===== src/rtl/lcd_bus_driver.sv =====
`timescale 1ns/1ps
// HD44780-style parallel LCD write driver: one byte per request with SETUP/ENABLE/HOLD/EXEC timing.
// Define LCD_INIT_EN to add a power-up INIT sequence (wait, then 38/0C/06/01) before accepting requests.
module lcd_bus_driver #(
    parameter int T_SETUP   = 2,
    parameter int T_EN      = 12,
    parameter int T_HOLD    = 2,
    parameter int T_EXEC    = 1000,
    parameter int T_CLEAR   = 40000,
    parameter int T_POWERUP = 50000
) (
    input  logic       clk,
    input  logic       rst,
    input  logic       wr,
    input  logic       dr,
    input  logic [7:0] dbi,
    input  logic [7:0] direc,
    output logic       ack,
    output logic       busy,
    output logic       lcd_rs,
    output logic       lcd_rw,
    output logic       lcd_e,
    output logic [7:0] lcd_db
);

    // A timed state lasts (load + 1) cycles; a zero parameter still gets one cycle.
    localparam logic [15:0] L_SETUP   = (T_SETUP   <= 1) ? 16'd0 : 16'(T_SETUP   - 1);
    localparam logic [15:0] L_EN      = (T_EN      <= 1) ? 16'd0 : 16'(T_EN      - 1);
    localparam logic [15:0] L_HOLD    = (T_HOLD    <= 1) ? 16'd0 : 16'(T_HOLD    - 1);
    localparam logic [15:0] L_EXEC    = (T_EXEC    <= 1) ? 16'd0 : 16'(T_EXEC    - 1);
    localparam logic [15:0] L_CLEAR   = (T_CLEAR   <= 1) ? 16'd0 : 16'(T_CLEAR   - 1);
    localparam logic [15:0] L_POWERUP = (T_POWERUP <= 1) ? 16'd0 : 16'(T_POWERUP - 1);

`ifdef LCD_INIT_EN
    typedef enum logic [2:0] {INIT, IDLE, SETUP, ENABLE, HOLD, EXEC} state_t;
    localparam state_t RESET_STATE = INIT;

    function automatic logic [7:0] init_cmd(input logic [1:0] idx);
        case (idx)
            2'd0:    return 8'h38;
            2'd1:    return 8'h0C;
            2'd2:    return 8'h06;
            default: return 8'h01;
        endcase
    endfunction

    logic       init_run_q, init_run_d;
    logic       pu_armed_q, pu_armed_d;
    logic [1:0] step_q, step_d;
`else
    typedef enum logic [2:0] {IDLE, SETUP, ENABLE, HOLD, EXEC} state_t;
    localparam state_t RESET_STATE = IDLE;

    logic unused_powerup;
    assign unused_powerup = ^L_POWERUP;
`endif

    state_t      state_q, state_d;
    logic [15:0] cnt_q, cnt_d;
    logic        ack_d, e_d, rs_d;
    logic [7:0]  db_d;
    logic        is_clear;

    assign is_clear = !lcd_rs && (lcd_db == 8'h01 || lcd_db == 8'h02);
    assign busy     = (state_q != IDLE);
    assign lcd_rw   = 1'b0;

    always_comb begin
        // NOTE: every signal gets a default here so no path through the case infers a latch.
        state_d = state_q;
        cnt_d   = (cnt_q != 16'd0) ? cnt_q - 16'd1 : 16'd0;
        ack_d   = 1'b0;
        e_d     = lcd_e;
        rs_d    = lcd_rs;
        db_d    = lcd_db;
`ifdef LCD_INIT_EN
        init_run_d = init_run_q;
        pu_armed_d = pu_armed_q;
        step_d     = step_q;
`endif
        unique case (state_q)
`ifdef LCD_INIT_EN
            INIT: begin
                if (!pu_armed_q) begin
                    pu_armed_d = 1'b1;
                    cnt_d      = L_POWERUP;
                end else if (cnt_q == 16'd0) begin
                    rs_d    = 1'b0;
                    db_d    = init_cmd(step_q);
                    state_d = SETUP;
                    cnt_d   = L_SETUP;
                end
            end
`endif
            IDLE: begin
                if (dr || wr) begin
                    ack_d   = 1'b1;
                    rs_d    = !dr;
                    db_d    = dr ? direc : dbi;
                    state_d = SETUP;
                    cnt_d   = L_SETUP;
                end
            end
            SETUP: begin
                if (cnt_q == 16'd0) begin
                    state_d = ENABLE;
                    cnt_d   = L_EN;
                    e_d     = 1'b1;
                end
            end
            ENABLE: begin
                if (cnt_q == 16'd0) begin
                    state_d = HOLD;
                    cnt_d   = L_HOLD;
                    e_d     = 1'b0;
                end
            end
            HOLD: begin
                if (cnt_q == 16'd0) begin
                    state_d = EXEC;
                    cnt_d   = is_clear ? L_CLEAR : L_EXEC;
                end
            end
            EXEC: begin
                if (cnt_q == 16'd0) begin
                    state_d = IDLE;
`ifdef LCD_INIT_EN
                    if (init_run_q && step_q != 2'd3) begin
                        step_d  = step_q + 2'd1;
                        rs_d    = 1'b0;
                        db_d    = init_cmd(step_q + 2'd1);
                        state_d = SETUP;
                        cnt_d   = L_SETUP;
                    end else begin
                        init_run_d = 1'b0;
                    end
`endif
                end
            end
            default: state_d = IDLE;
        endcase
    end

    always_ff @(posedge clk) begin
        if (rst) begin
            state_q <= RESET_STATE;
            cnt_q   <= 16'd0;
            ack     <= 1'b0;
            lcd_e   <= 1'b0;
            lcd_rs  <= 1'b0;
            lcd_db  <= 8'h00;
`ifdef LCD_INIT_EN
            init_run_q <= 1'b1;
            pu_armed_q <= 1'b0;
            step_q     <= 2'd0;
`endif
        end else begin
            // NOTE: non-blocking so every register updates from the same pre-edge values.
            state_q <= state_d;
            cnt_q   <= cnt_d;
            ack     <= ack_d;
            lcd_e   <= e_d;
            lcd_rs  <= rs_d;
            lcd_db  <= db_d;
`ifdef LCD_INIT_EN
            init_run_q <= init_run_d;
            pu_armed_q <= pu_armed_d;
            step_q     <= step_d;
`endif
        end
    end

endmodule


===== config.mk =====
export PLATFORM = sky130hd
export DESIGN_NAME = lcd_bus_driver
export DESIGN_NICKNAME = d
export VERILOG_FILES = /design/src/rtl/lcd_bus_driver.sv
export SDC_FILE = /design/constraint.sdc
export NUM_CORES = 1
export LEC_CHECK = 0
export BUFFER_PORTS_ARGS = -buffer_cell sky130_fd_sc_hd__buf_2
export CAP_MARGIN = 20
export CORE_UTILIZATION = 35
export CTS_CLUSTER_DIAMETER = 80
export CTS_CLUSTER_SIZE = 8
export DETAILED_ROUTE_END_ITERATION = 7
export MAX_ROUTING_LAYER = met4
export PLACE_DENSITY = 0.56
export REMOVE_ABC_BUFFERS = 1
export SLEW_MARGIN = 20
export SYNTH_ARGS = -nofsm -noshare
export SYNTH_HDL_FRONTEND = slang
export SYNTH_SLANG_ARGS = --single-unit

===== constraint.sdc =====
create_clock -name clk -period 2.88 [get_ports clk]
set_clock_uncertainty 0.05 [all_clocks]
set_input_delay 0 -clock clk [delete_from_list [all_inputs] [get_ports clk]]
set_output_delay 0 -clock clk [all_outputs]
set_load 0.02 [all_outputs]

==> reports/summary.txt <==
via count: 1315
Antenna diodes: 0
GP Congestion: 0.839
Clk pwr share: 15.4%
CTS tree: built
Die H: 67.0 µm
Worst EP arrival: 2580 ps
Compound-Gate Fraction of Synth Area: 15.3%
share of power burned in registers: 32.7%
Nets: 221
DR WL/cell: 12.9 µm
#FFs+latches synth: 30
Hold EP: lcd_db[7]$_SDFFE_PP0P_
Clock Path Buffers: 2
internal power: 1180 µW
Crit path largest cell delay: 570 ps
Crit Path Class: register to register
CP max FO: 12
Detailed Route WL: 3.22 mm
r2r endpoint: cnt_q[3]$_SDFF_PP0_
pre-CTS setup slack: 523 ps
footprint of the multi-input gates: 803 µm²
DRT antenna net count: 0
port buffer count: 31
FF+latch area: 601 µm²
Setup TNS: 0 ps
first drt pass iteration count: 4
Crit path max-delay family: simple AND/OR/NAND/NOR gates
NetSw: 937 µW
Fillers: 404
Synth warnings: 0
origin of the critical flop-to-flop path: cnt_q[0]$_SDFF_PP0_
Post-CTS Hold Buffers: 0
maximum vdd drop: 497 µV
Hold Path Class: input port to register
largest net degree at the start of global routing: 24
mux share of post-synthesis cell area: 5.42%
hold path depth: 3
core region area: 0.00403 mm²
FP Rows: 23
wire length of the first global-routing pass: 5.49 mm
PD cells: 1230 mW/mm²
full die area: 0.00448 mm²
Starting Density: 36.6%
Ports: 33
Buffers & Inverters on Critical Path: 1
post-synthesis sequential area ratio: 40.7%
Reg2Reg Depth: 6
H-tree levels: 2
total DRC errors in the routed layout: 0
grt ovf: 0
vias in the first global route: 1262
worst slew pin tran: 527 ps
final period utilization: 83.5%
worst relative slew slack: 64.8%
synthesis-to-layout area growth: 16.7%
Synth top area share: 40.7%
post-CTS setup buffers: 0
Post-Syn Area: 0.00148 mm²
CTS buffer count: 5
status: completed
Die X: 67.0 µm
Avg Inst Size Synth: 8.63 µm²
Comb pwr share: 51.9%
xor/xnor cell area share of the yosys netlist: 5.93%
R2R setup slack: 480 ps
layout cell share with drive strength beyond 1: 23.6%
Synth area leader: dfxtp_1
Final Hold Viols: 0
Max Clk Rate: 416 MHz
main combinational cell family by area after synthesis: simple AND/OR/NAND/NOR gates
Skew-Pair Late Insertion Delay: 280 ps
root buf cell: clkbuf_8
Worst-path clk slew: 60 ps
# setup viols final: 0
Avg Vias per Cell: 5.28
final setup margin: 476 ps
Post-DP HPWL: 2.41 mm
worst-path cell chain: inv_1, ha_1, nor3b_1, nand4_1, a2111oi_0, o21a_1
Mapped Cells: 171
post_cts resized: 0
fin crit period: 2400 ps
initial antenna violation count: 0
Post-Synth Simple-Gate Area: 26.7%
Crit. End Element: register
top post-synthesis cells by area: dfxtp_1 41%, nor2_1 7.6%, a211oi_1 5.6%
CTS sink count: 30
adder-cell share of the synthesized area: 0.847%
Slew Limit Fails: 0
Total GRT Usage: 17.2%
Leakage: 0.000716 µW
drt first-iter violations: 37
unrepaired setup endpoints after global routing: false
Critical Path Start Type: register
Switching Fraction: 44.2%
Max-Cap Viols: 0
Critical Path RT: 3050 ps
Synth cell types: 43
min-delay src: dbi[7]
CP max-delay cell: a2111oi_0
cells in the final DEF (no fill, tap or decap), types with 6 or more instances in the layout:
cell       n
nor4_1     6
nor2_1    30
xnor2_1    6
buf_2     31
mux2i_1    8
dfxtp_1   30
clkbuf_8   6
nor3_1     9
a211oi_1  11
nand2_1   14
a21oi_1    7
worst max path at each step:
stage,startpoint,endpoint,slack [ps],cells past startpoint
CTS,cnt_q[0]$_SDFF_PP0_,cnt_q[3]$_SDFF_PP0_,490,6
global placement,cnt_q[0]$_SDFF_PP0_,cnt_q[3]$_SDFF_PP0_,630,6
detailed placement,cnt_q[0]$_SDFF_PP0_,cnt_q[3]$_SDFF_PP0_,520,6
finish,cnt_q[0]$_SDFF_PP0_,cnt_q[3]$_SDFF_PP0_,480,6
floorplan,state_q[2]$_SDFFE_PP0P_,cnt_q[11]$_SDFF_PP0_,530,5
global route,cnt_q[0]$_SDFF_PP0_,cnt_q[3]$_SDFF_PP0_,270,6
cells by family (layout without fill, tap and decap cells):
group | Yosys count | in the layout
other cells | 1 | 1
mux | 8 | 8
fa+ha+maj | 1 | 1
compound gates | 32 | 32
buf+inv | 13 | 41
simple gates | 76 | 76
flops | 30 | 30
xor+xnor | 10 | 10
per-layer routing:
layer  wire (µm)  global-route usage (%)  vias to the layer above  share of wire [%]
met5           0                       -                        -                  0
met4          57                    7.18                        0                1.8
met3         174                    5.14                        4                5.4
met2        1530                    28.7                       43                 48
met1        1460                    18.9                      603                 45
li1            -                       -                      665                  -
synth_stat cells (all sizes together):
master and instances:
a2111oi 2, a211oi 12, a21oi 8, a31oi 2, and2 1, and4 1
buf 4, clkbuf 6, conb 1, dfxtp 30, ha 1, inv 3
mux2i 8, nand2 14, nand3 1, nand3b 1, nand4 1, nor2 30
nor3 11, nor3b 2, nor4 7, nor4b 1, o21a 3, o21ai 2
o22ai 1, o31ai 1, o41ai 1, or2 1, or3 3, or4 2
xnor2 6, xor2 4
power by group through the flow:
stage | Clock (µW) | Combinational, µW | Sequential, µW
final | 326 | 1100 | 693
after global routing | 351 | 1230 | 716
after CTS | 337 | 1110 | 692
after detailed placement | 0 | 1100 | 698
after global placement | 0 | 1090 | 693
after floorplan | 0 | 773 | 742
metrics by stage:
| step | area [µm²] | hold slack [ps] | utilization, % | instances | power (µW) |
|---|---|---|---|---|---|
| 6_report | 1720 | 6.05 | 42.8 | 249 | 2120 |
| 5_1_grt | 1720 | 17.0 | 42.8 | 249 | 2290 |
| 4_1_cts | 1720 | 2.62 | 42.8 | 249 | 2140 |
| 3_5_place_dp | 1640 | 299 | 40.7 | 243 | 1800 |
| 3_3_place_gp | 1640 | 286 | 40.7 | 243 | 1780 |
| 2_1_floorplan | 1420 | 19.1 | - | 161 | 1510 |
registers in the layout, summed over array words and instances, names as in the netlist:
register / cells
cnt_q: 16
lcd_db: 8
state_q: 3
ack: 1
lcd_e: 1
lcd_rs: 1
final cells by class:
| type | count | share of cell area [%] |
|---|---|---|
| multi-input combinational | 128 | 46.6 |
| clock buffer | 6 | 4.79 |
| inverter | 3 | 0.654 |
| timing repair buffer | 32 | 9.44 |
| sequential | 30 | 34.9 |
| tap | 50 | 3.63 |
worst reg2reg max path, cell delays in order, from the launching register on:
cell       delay (ps)
dfxtp_1           330
inv_1              90
ha_1              180
nor3b_1           470
nand4_1           510
a2111oi_0         580
o21a_1            160
Note: power is estimated with default switching activity, not from simulation.
